### config.mk
export PLATFORM = sky130hd
export DESIGN_NAME = mps_data_capture
export DESIGN_NICKNAME = d
export VERILOG_FILES = /design/src/rtl/mps_data_capture.sv
export SDC_FILE = /design/constraint.sdc
export NUM_CORES = 1
export LEC_CHECK = 0
export ABC_CLOCK_PERIOD_IN_PS = 2750
export BUFFER_PORTS_ARGS = -buffer_cell sky130_fd_sc_hd__buf_2
export CORE_AREA = 4 4 481 483
export DETAILED_ROUTE_END_ITERATION = 8
export DIE_AREA = 0 0 485 487
export PLACE_DENSITY_LB_ADDON = 0.08
export SETUP_SLACK_MARGIN = 0.2
export SYNTH_ARGS = -nofsm -noshare
export SYNTH_HDL_FRONTEND = slang
export SYNTH_SLANG_ARGS = --single-unit
### constraint.sdc
create_clock -name i_clk -period 2.75 [get_ports i_clk]
set_clock_uncertainty 0.15 [all_clocks]
set_input_delay 0.4125 -clock i_clk [delete_from_list [all_inputs] [get_ports i_clk]]
set_output_delay 0.4125 -clock i_clk [all_outputs]
set_load 0.02 [all_outputs]
### src/rtl/mps_data_capture.sv
// Multi-channel ADC sample capture with snapshot framing onto an AXI-Stream master.
// Optional per-channel block averaging is built when MPS_DATA_AVG_EN is defined.
module mps_data_capture #(
    parameter int unsigned CH_NUM   = 12,
    parameter int unsigned DATA_W   = 32,
    parameter int unsigned AVG_LOG2 = 4
) (
    input  logic                     i_clk,
    input  logic                     i_rst,
    input  logic [CH_NUM*DATA_W-1:0] i_adc_tdata,
    input  logic [CH_NUM-1:0]        i_adc_tvalid,
    input  logic                     i_snap_req,
    output logic [CH_NUM*DATA_W-1:0] o_ch_data,
    output logic [CH_NUM*DATA_W-1:0] o_ch_avg,
    output logic [DATA_W-1:0]        m_axis_tdata,
    output logic                     m_axis_tvalid,
    input  logic                     m_axis_tready,
    output logic                     m_axis_tlast,
    output logic                     o_busy,
    output logic [15:0]              o_seq_cnt,
    output logic [15:0]              o_drop_cnt
);

`ifdef MPS_DATA_AVG_EN
    localparam int unsigned FRAME_WORDS = 1 + 2 * CH_NUM;
    localparam int unsigned ACC_W       = DATA_W + AVG_LOG2;
`else
    localparam int unsigned FRAME_WORDS = 1 + CH_NUM;
`endif
    localparam int unsigned IDX_W    = $clog2(FRAME_WORDS);
    localparam int unsigned LAST_IDX = FRAME_WORDS - 1;

    typedef enum logic [1:0] {
        ST_IDLE = 2'd0,
        ST_SNAP = 2'd1,
        ST_SEND = 2'd2
    } state_e;

    state_e              state_q;
    logic [DATA_W-1:0]   ch_data_q [CH_NUM];
    logic [DATA_W-1:0]   ch_avg_q  [CH_NUM];
    logic [DATA_W-1:0]   shadow_q  [FRAME_WORDS-1];
    logic [IDX_W-1:0]    idx_q;
    logic [IDX_W-1:0]    nxt_idx_c;
    logic [DATA_W-1:0]   word_c;
    logic [15:0]         seq_q;
    logic [15:0]         drop_q;

    // Latest sample per channel
    always_ff @(posedge i_clk or negedge i_rst) begin
        if (!i_rst) begin
            for (int unsigned k = 0; k < CH_NUM; k++) ch_data_q[k] <= '0;
        end else begin
            for (int unsigned k = 0; k < CH_NUM; k++)
                if (i_adc_tvalid[k]) ch_data_q[k] <= i_adc_tdata[k*DATA_W +: DATA_W];
        end
    end

`ifdef MPS_DATA_AVG_EN
    logic signed [ACC_W-1:0]    acc_q [CH_NUM];
    logic        [AVG_LOG2-1:0] cnt_q [CH_NUM];
    logic signed [ACC_W-1:0]    sum_c [CH_NUM];

    always_comb begin
        for (int unsigned k = 0; k < CH_NUM; k++)
            sum_c[k] = acc_q[k] + ACC_W'(signed'(i_adc_tdata[k*DATA_W +: DATA_W]));
    end

    // Block sum; the closing sample is folded in before the divide-by-shift
    always_ff @(posedge i_clk or negedge i_rst) begin
        if (!i_rst) begin
            for (int unsigned k = 0; k < CH_NUM; k++) begin
                acc_q[k]    <= '0;
                cnt_q[k]    <= '0;
                ch_avg_q[k] <= '0;
            end
        end else begin
            for (int unsigned k = 0; k < CH_NUM; k++) begin
                if (i_adc_tvalid[k]) begin
                    if (cnt_q[k] == '1) begin
                        ch_avg_q[k] <= DATA_W'(sum_c[k] >>> AVG_LOG2);
                        acc_q[k]    <= '0;
                        cnt_q[k]    <= '0;
                    end else begin
                        acc_q[k] <= sum_c[k];
                        cnt_q[k] <= cnt_q[k] + AVG_LOG2'(1);
                    end
                end
            end
        end
    end
`else
    always_comb begin
        for (int unsigned k = 0; k < CH_NUM; k++) ch_avg_q[k] = '0;
    end
`endif

    for (genvar g = 0; g < CH_NUM; g++) begin : g_out
        assign o_ch_data[g*DATA_W +: DATA_W] = ch_data_q[g];
        assign o_ch_avg[g*DATA_W +: DATA_W]  = ch_avg_q[g];
    end

    // Payload word that follows the one currently presented
    always_comb begin
        nxt_idx_c = idx_q + IDX_W'(1);
        word_c    = '0;
        for (int unsigned n = 1; n < FRAME_WORDS; n++)
            if (nxt_idx_c == IDX_W'(n)) word_c = shadow_q[n-1];
    end

    // Frame sequencer
    always_ff @(posedge i_clk or negedge i_rst) begin
        if (!i_rst) begin
            state_q       <= ST_IDLE;
            idx_q         <= '0;
            seq_q         <= '0;
            m_axis_tdata  <= '0;
            m_axis_tvalid <= 1'b0;
            m_axis_tlast  <= 1'b0;
            o_busy        <= 1'b0;
            for (int unsigned n = 0; n < FRAME_WORDS - 1; n++) shadow_q[n] <= '0;
        end else begin
            case (state_q)
                ST_IDLE: begin
                    if (i_snap_req) begin
                        state_q <= ST_SNAP;
                        o_busy  <= 1'b1;
                    end
                end
                ST_SNAP: begin
                    for (int unsigned k = 0; k < CH_NUM; k++) begin
                        shadow_q[k] <= ch_data_q[k];
`ifdef MPS_DATA_AVG_EN
                        shadow_q[CH_NUM+k] <= ch_avg_q[k];
`endif
                    end
                    idx_q         <= '0;
                    m_axis_tdata  <= DATA_W'({16'hA55A, seq_q});
                    m_axis_tvalid <= 1'b1;
                    m_axis_tlast  <= 1'b0;
                    state_q       <= ST_SEND;
                end
                ST_SEND: begin
                    if (m_axis_tvalid && m_axis_tready) begin
                        if (m_axis_tlast) begin
                            m_axis_tvalid <= 1'b0;
                            m_axis_tlast  <= 1'b0;
                            o_busy        <= 1'b0;
                            seq_q         <= seq_q + 16'd1;
                            state_q       <= ST_IDLE;
                        end else begin
                            idx_q        <= nxt_idx_c;
                            m_axis_tdata <= word_c;
                            m_axis_tlast <= (nxt_idx_c == IDX_W'(LAST_IDX));
                        end
                    end
                end
                default: begin
                    state_q       <= ST_IDLE;
                    m_axis_tvalid <= 1'b0;
                    m_axis_tlast  <= 1'b0;
                    o_busy        <= 1'b0;
                end
            endcase
        end
    end

    // Requests arriving outside IDLE are counted, never queued
    always_ff @(posedge i_clk or negedge i_rst) begin
        if (!i_rst) begin
            drop_q <= '0;
        end else if (i_snap_req && (state_q != ST_IDLE) && (drop_q != 16'hFFFF)) begin
            drop_q <= drop_q + 16'd1;
        end
    end

    assign o_seq_cnt  = seq_q;
    assign o_drop_cnt = drop_q;

endmodule

# After elaboration in Yosys (flattened, before gate mapping)
# Cells that the tools add are included.
word_totals:
  reg_bits: 841
  inputBits: 400
  out_inout_bits: 835
  word_cells: 98
classes:
  addsub: 3
  n_eq_ne: 19
  muxes: 30
  bitwise: 2
  n_reduce_logical: 12
op_table:
  columns: ["operator", "count"]
  rows:
  - ["$mux 32", 14]
  - ["$pmux 32 s2", 1]
  - ["$add 16x1->16 const B", 2]
  - ["$eq 4x4->1 const B", 5]
  - ["$eq 4x3->1 const B", 4]
  - ["$ne 16x16->1 const B", 1]
  - ["$reduce_and 3->1", 4]
  - ["$eq 4x2->1 const B", 2]
  - ["$mux 4", 2]
  - ["$ne 2x2->1 const B", 4]
  - ["$pmux 4 s2", 1]
  - ["$mux 2", 3]
  - ["$pmux 1 s3", 2]
  - ["$pmux 2 s3", 1]
  - ["$mux 1", 5]
  - ["$add 4x1->4 const B", 1]
  - ["$eq 4x1->1 const B", 1]
  - ["$reduce_and 4->1", 1]
  - ["$reduce_bool 2->1", 2]
  - ["$logic_and 1x1->1", 3]
  - ["$eq 2x1->1 const B", 1]
  - ["$eq 2x2->1 const B", 1]
  - ["$logic_not 2->1", 1]
  - ["$not 1->1", 2]
  - ["2 further kinds", 2]

# Longest topological paths before layout
# Gate-level depths: netlist (run 1).
logic_depth:
  word_depth: 17
  depth_mapped: 12
  mapped_depth_nobuf: 8

# Worst setup path before layout (run 1)
# Ideal clock, no wire load.
synth_path:
  path_kind: "reg2reg"
  from: "register idx_q[0]"
  to: "register m_axis_tdata[14]"
  t_arrival_ns: 2.443
  required_ns: 2.460
  path_slack_ns: 0.016
  path_stages_with_launch: 11
  path_buffers: 5
  period_less_slack_ns: 2.734
  cell_sequence: "dfrtp_1 > buf_2 > inv_1 > ha_1 > buf_2 > buf_2 > buf_1 > clkbuf_1 > mux2_2 > a221oi_1 > o211ai_1"
synth_between:
  elab_chain_cells: 17
synth_rtl:
  columns: ["element", "line_no", "rtl"]
  rows:
  - ["from (decl)", "43", "logic [IDX_W-1:0] idx_q;"]
  - ["from (signal assigned)", "152", "idx_q <= nxt_idx_c;"]
  - ["$add 4x1->4 (*)", "105", "nxt_idx_c = idx_q + IDX_W'(1);"]
  - ["$eq 4x1->1", "108", "if (nxt_idx_c == IDX_W'(n)) word_c = shadow_q[n-1];"]
  - ["$mux 32 (11 in series)", "108", null]
  - ["$mux 32 (*)", "108", null]
  - ["$mux 32 (*)", "145", "if (m_axis_tlast) begin"]
  - ["$mux 32 (*)", "144", "if (m_axis_tvalid && m_axis_tready) begin"]
  - ["$pmux 32 s2 (*)", "123", "case (state_q)"]
  - ["to (signal assigned)", "138", "m_axis_tdata <= DATA_W'({16'hA55A, seq_q});"]
  - ["to (signal assigned)", "153", "m_axis_tdata <= word_c;"]
  - ["to (decl)", "15", "output logic [DATA_W-1:0] m_axis_tdata,"]
# Every way passes the cells marked *; elsewhere a longest branch is shown, timed or not. The select of a mux whose other input is x is not followed.
# A chain may end at the register's enable or synchronous reset.

# Worst setup path in the final report (run 1)
layout_path:
  from: "register idx_q[0]"
  to: "register m_axis_tdata[11]"
# Same word-level chain as after synthesis.

==> summary.txt, run 1 <==
Final layout
  – Nets: 5443
  – Layout Area Growth over Synthesis: 42.6%
  – Ratio of cells with drive above 1 in the final layout: 34.1%
  – Finished Core Util: 23.9%

Synth
  – Synth Warn #: 0
  – Simple-gate portion of the synthesized area: ~14%
  – Top FF cell, synth: dfrtp_1
  – Compound-Gate Fraction of Synth Area: 7.41%
  – Synthesized area per cell: 10.4 sq um
  – Cell Area, Synth: 0.0381 sq mm
  – Top-area cell type share of the netlist area: between 50% and 60%
  – Multiplexer share of the synthesized area: between 10 and 15%
  – XOR/XNOR share of the synthesized area: less than 1%
  – Synth cell count leaders: nand2_1 (1242), dfrtp_1 (841), mux2_2 (400)
  – Most numerous cell in the Yosys netlist: nand2_1
  – Synth area leader: dfrtp_1
  – Asr flop ratio synth: 100%
  – Number of enable flip-flop cells after synthesis: 0
  – Synth Register Bits: between 800 and 900
  – Synth top area cells: dfrtp_1 (55%), nand2_1 (12%), mux2_2 (12%)
  – Post-Synthesis Cells: 3673
  – Largest family of logic cells by synthesized area: simple AND/OR/NAND/NOR gates
  – Synth cell types: 65
  – Seq/Total Area, Yosys: roughly 55%
  – Adder-cell share of the synthesized area: 0.197%

Timing
  – Fmax achieved: between 300 and 400 MHz
  – Worst-Margin Slew: ~0.84 ns
  – RSZ-0062 raised after global routing: yes
  – Final min period: ~2.6 ns
  – Slew headroom: about 44%
  – Fin. max-slew vios: 0
  – Final Hold Viols: 0
  – Setup violators final: 0
  – Sum Neg Setup Slack: 0 ns
  – Worst slack on hold paths: about 0.075 ns
  – Final period utilization: between 90% and 100%

Floorplan
  – Ports: 1235
  – Initial Util: 16.8%
  – Die area: ~0.24 sq mm
  – Core Footprint: between 0.2 and 0.25 sq mm
  – Die width: slightly below 500 microns
  – Cell row count: about 180
  – Die H: slightly below 500 microns

Route
  – Per-cell routed wire length: between 20 and 30 microns
  – DR iter-0 viols: ~1800
  – First drt pass iteration count: 5
  – Final ANT Viol Nets: 0
  – Final WL: 218 mm
  – Vias/cell: between 3 and 4
  – Vias: roughly 32000
  – DRC: 0

Power and ir drop
  – Leak pwr: 0.0264 uW
  – Pwr dens: approximately 610 mW/mm^2
  – Max rail drop VDD: 490 uV

Worst setup path
  – FF-to-FF path depth: 8
  – Worst setup SP type: flop
  – Crit path max-delay cell type: a221oi_2
  – CP Data Required Time: approximately 3.2 ns
  – Critical path type: reg2reg
  – WP data arrival: 3.02 ns
  – Cell Chain, Critical Path: buf_6 -> inv_2 -> ha_4 -> buf_12 -> buf_12 -> mux2_2 -> a221oi_2 -> o211ai_1
  – CP Capture Type: flop
  – Crit path top cell by count: buf_12
  – Critical path's largest stage delay: 0.49 ns
  – Max Fanout on Critical Path: 10

Global route
  – Initial antenna violation count: 22
  – Total grt overflow: 0
  – Vias in the first global route: about 33000
  – Pin count of the biggest net entering global routing: between 90 and 100
  – Gr usage total: about 18%
  – First-pass GRT wire length: between 200 and 300 mm

Worst hold path
  – Worst Hold Class: in2reg
  – Hold depth: 2

Clocking
  – Clk buf depth: 3
  – Reg clk slew, reported paths: about 0.06 ns
  – Worst-skew pair later-pin latency: roughly 0.76 ns
  – H-Tree Depth: 3
  – CTS Root Buffer Type: clkbuf_16
  – Clk sink count: between 800 and 900
  – Num CTS Buffers: about 110
  – TritonCTS clock tree: yes

Placed design
  – DPL Wire Length: approximately 170 mm
  – PortBufs: 850
  – GPL Wtd Cong: between 0.8 and 0.9

Run
  – Max cap viols: 0

Run status
  – Status: completed
-- logic make-up (layout without fill, tap and decap cells) --
kind of cell,count (synthesis),count (layout)
xor+xnor,31,31
simple gates,1393,1394
buf+inv,611,1667
other cells,1,403
mux,409,409
flops,841,841
compound gates,381,382
fa+ha+maj,6,6
-- flip-flops by register name (all words and copies together) (netlist names) --
signal         cells
m_axis_tlast       1
state_q            2
m_axis_tdata      32
o_drop_cnt        16
shadow_q         384
idx_q              4
o_busy             1
o_seq_cnt         16
m_axis_tvalid      1
o_ch_data        384
-- timing repair --
action                                 CTS  global route
cloned                                   3             1
resized for setup                       56            98
hold buffers                           410             0
buffers inserted                         7            10
pin swaps                               16            40
endpoints found under the hold margin  908             0
setup endpoints to repair               32            35
-- routing by layer --
metal	global-route usage, %	routed length (microns)	part of all wire (%)
met3	3.96	11600	5.3
met1	21.9	91300	42
met2	31.2	108000	50
met5	0	57	0.026
met4	4.86	6370	2.9
-- final cells by class --
type	instances	area [sq um]
fill	24782	173000
clock buffer	164	3300
sequential	841	21000
antenna	19	47.5
timing repair buffer	1461	10500
multi-input combinational	2606	15300
tap	3009	3760
clock inverter	29	297
inverter	13	51.3
-- metrics by stage --
step / worst slack, ns / cells / instance area [sq um] / power (uW)
final: 0.196 / 8142 / 54300 / 32900
after global placement: -0.174 / 7499 / 45700 / 18100
after detailed placement: -0.136 / 7499 / 45700 / 18100
after CTS: 0.168 / 8112 / 53800 / 33800
after floorplan: 0.209 / 4056 / 39500 / 16100
after global routing: 0.102 / 8129 / 54300 / 34500
-- cells in the final DEF (no fill, tap or decap), types with 8 or more instances in the layout --
master,Yosys,final
o22ai_1,19,18
nand4_1,13,13
o21ai_0,85,68
diode_2,0,19
inv_1,12,10
clkbuf_16,0,115
o221ai_1,36,26
clkinv_2,0,14
a221o_1,24,24
xnor2_1,23,23
mux2i_1,9,9
and3_1,20,19
a21oi_1,46,35
dfrtp_1,841,840
nand2_1,1242,1236
o32a_1,10,9
nor2_1,46,41
a22oi_2,0,13
o221ai_2,0,10
dlygate4sd3_1,0,410
buf_4,384,144
buf_6,3,13
a211oi_2,7,13
nor2b_1,10,9
a22oi_1,24,11
clkbuf_8,0,26
buf_2,18,849
o21ai_1,5,15
nand2b_1,10,9
a32o_1,12,11
clkbuf_1,145,24
nor3_1,20,18
xor2_1,8,8
buf_12,0,37
mux2_2,400,400
a22o_1,22,22
conb_1,1,384
o211ai_1,23,23
nand3_1,10,10
-- critical path, delay by kind of cell, from the launching register on --
| family | cells | cell delay [ns] |
|---|---|---|
| compound gates | 2 | 0.64 |
| buf+inv | 4 | 0.54 |
| flops | 1 | 0.42 |
| mux | 1 | 0.42 |
| fa+ha+maj | 1 | 0.21 |
-- path summary, 6_finish.rpt --
| check | startpoint | end | slack, ns |
|---|---|---|---|
| max in group asynchronous | i_rst | shadow_q[247]$_DFFE_PN0P_ | 0.93 |
| max reg2reg | idx_q[0]$_DFFE_PN0P_ | m_axis_tdata[11]$_DFFE_PN0P_ | 0.20 |
| min reg2reg | shadow_q[75]$_DFFE_PN0P_ | shadow_q[75]$_DFFE_PN0P_ | 0.33 |
| max | idx_q[0]$_DFFE_PN0P_ | m_axis_tdata[11]$_DFFE_PN0P_ | 0.20 |
| min | i_adc_tvalid[3] | o_ch_data[102]$_DFFE_PN0P_ | 0.07 |
| min in group asynchronous | i_rst | o_ch_data[182]$_DFFE_PN0P_ | 0.27 |
-- power by group --
part	switching, uW	internal (uW)
clock network	6280	8460
registers	1030	13000
logic	2540	1640
(Power assumes the default switching activity.)
==> run 2: changes to the inputs <==
--- a/config.mk
+++ b/config.mk
@@ -10,7 +10,8 @@
 export CORE_AREA = 4 4 481 483
 export DETAILED_ROUTE_END_ITERATION = 8
 export DIE_AREA = 0 0 485 487
-export PLACE_DENSITY_LB_ADDON = 0.08
+export GPL_ROUTABILITY_DRIVEN = 0
+export PLACE_DENSITY = 0.43
 export SETUP_SLACK_MARGIN = 0.2
 export SYNTH_ARGS = -nofsm -noshare
 export SYNTH_HDL_FRONTEND = slang
==> summary.txt, run 2 (synthesis results as in run 1) <==
Clocking
  – Worst-skew pair later-pin latency: 0.77 ns
  – H-Tree Depth: 3
  – Num CTS Buffers: 101
  – CTS Root Buffer Type: clkbuf_16
  – Clk sink count: 841
  – TritonCTS clock tree: yes
  – Clk buf depth: 3
  – Reg clk slew, reported paths: approximately 0.06 ns

Global route
  – Vias in the first global route: about 33000
  – Gr usage total: between 15 and 20%
  – Total grt overflow: 0
  – Pin count of the biggest net entering global routing: 112
  – First-pass GRT wire length: 288 mm
  – Initial antenna violation count: 32

Final layout
  – Most common cell after layout, fill and taps aside: nand2_1
  – Ratio of cells with drive above 1 in the final layout: between 30 and 40%
  – Fillers: about 24000
  – Nets: about 5400
  – Design Area, Final: approximately 0.054 sq mm
  – Finished Layout Cells: slightly above 8000
  – Layout Area Growth over Synthesis: 42.4%
  – Most frequent cells in the layout: nand2_1 (1237), buf_2 (851), dfrtp_1 (837)

Worst setup path
  – Worst setup SP type: flop
  – WP data arrival: 3.16 ns
  – CP Capture Type: flop
  – Critical path type: reg2reg
  – FF-to-FF path depth: 8
  – Max Fanout on Critical Path: 7
  – CP Data Required Time: 3.27 ns
  – FF-to-FF setup slack: around 0.11 ns
  – Reg-to-Reg Start: idx_q[1]$_DFFE_PN0P_
  – Terminus of the critical flop-to-flop path: m_axis_tdata[16]$_DFFE_PN0P_

Power and ir drop
  – Pwr dens: 606 mW/mm^2
  – Max rail drop VDD: between 500 and 600 uV
  – Leak pwr: 0.0264 uW
  – Logic pwr share: between 10% and 20%
  – Seq pwr share: approximately 43%
  – Switching pwr: 9740 uW
  – PnR Total Power: ~33000 uW
  – Switching Share: about 30%
  – Internal: ~23000 uW
  – Clock share of power: about 44%

Floorplan
  – Initial Util: 16.8%
  – Core Footprint: about 0.23 sq mm
  – Ports: around 1200
  – Die area: between 0.2 and 0.25 sq mm
  – Die width: 485 microns
  – Die H: roughly 490 microns
  – Cell row count: roughly 180

Timing
  – Worst-Margin Slew: roughly 0.9 ns
  – Setup violators final: 0
  – Final Hold Viols: 0
  – RSZ-0062 raised after global routing: yes
  – Final period utilization: 96.2%
  – Slew headroom: a little under two fifths
  – Fin. max-slew vios: 0
  – Final min period: 2.64 ns
  – Setup ws final: between 0.1 and 0.15 ns
  – Fmax achieved: between 300 and 400 MHz

Route
  – First drt pass iteration count: 5
  – DRC: 0
  – Final WL: approximately 220 mm
  – Vias/cell: 3.97
  – Per-cell routed wire length: ~27 microns
  – Final ANT Viol Nets: 0
  – DR iter-0 viols: between 2000 and 2500
  – Vias: 32256

Run status
  – Status: completed

Worst hold path
  – Hold EP: o_ch_data[207]$_DFFE_PN0P_
  – Worst min-delay path startpoint: i_adc_tvalid[6]
  – Hold depth: 2
  – Worst Hold Class: in2reg

Placed design
  – DPL Wire Length: between 150 and 200 mm
  – PortBufs: 850
  – Worst slack, placed: -0.317 ns
  – Post-DP Area: around 0.045 sq mm
  – # placed instances: between 7000 and 8000

Run
  – Max cap viols: 0
-- run 2: how the worst max path moves through the flow --
stage	end	slack, ns	startpoint
3_5_place_dp	m_axis_tdata[7]$_DFFE_PN0P_	-0.32	idx_q[0]$_DFFE_PN0P_
2_1_floorplan	m_axis_tdata[14]$_DFFE_PN0P_	0.21	idx_q[1]$_DFFE_PN0P_
5_1_grt	m_axis_tdata[1]$_DFFE_PN0P_	0.06	idx_q[0]$_DFFE_PN0P_
3_3_place_gp	m_axis_tdata[7]$_DFFE_PN0P_	-0.35	idx_q[0]$_DFFE_PN0P_
4_1_cts	m_axis_tdata[9]$_DFFE_PN0P_	0.04	idx_q[0]$_DFFE_PN0P_
6_report	m_axis_tdata[16]$_DFFE_PN0P_	0.11	idx_q[1]$_DFFE_PN0P_
-- run 2: what timing repair did --
action                                  CTS  global route
pin swaps                                12            20
endpoints found under the setup margin   32            37
setup buffers                            13            20
hold endpoints to repair                955             0
gates cloned                              1             4
resized for setup                        53            56
hold buffers                            432             0
-- run 2: area by class of cell --
class / instances / area, sq um / area share [%]
Timing Repair Buffer: 1459 / 10500 / 19.4
Multi-Input combinational cell: 2605 / 15200 / 28.0
Inverter: 13 / 55.1 / 0.102
Sequential cell: 841 / 21100 / 38.8
Clock buffer: 136 / 2860 / 5.27
Antenna cell: 17 / 42.5 / 0.0785
Clock inverter: 52 / 768 / 1.42
Tap cell: 3009 / 3760 / 6.94
-- run 2: stage by stage --
stage | util [%] | hold slack, ns | TNS (ns)
after detailed placement | 20.0 | 0.224 | -2.49
after CTS | 23.7 | 0.00230 | 0
after global placement | 20.0 | 0.226 | -2.10
after global routing | 23.9 | 0.0362 | 0
after floorplan | - | -0.0331 | 0
final | 23.9 | 0.0879 | 0
-- run 2: layer usage --
layer / wire length (microns) / GRT usage [%] / up-vias
met5: 94 / 0 / -
met4: 8360 / 6.78 / 16
met3: 10900 / 3.00 / 240
met2: 110000 / 31.1 / 1271
met1: 87000 / 21.2 / 16426
li1: - / - / 14303
-- run 2: power groups by stage --
stage / Sequential (uW) / Combinational (uW) / Clock, uW
finish: 14100 / 4170 / 14600
global route: 14200 / 4460 / 15500
CTS: 14200 / 4230 / 15100
detailed placement: 14400 / 3630 / 0
global placement: 14400 / 3610 / 0
floorplan: 14400 / 1640 / 0
-- run 2: critical path, stage by stage (launching register included) --
cell	delay (ns)
dfrtp_2	0.44
buf_4	0.18
ha_4	0.21
buf_2	0.18
or3_4	0.41
a21oi_1	0.18
buf_4	0.17
or3b_2	0.45
o221ai_1	0.19
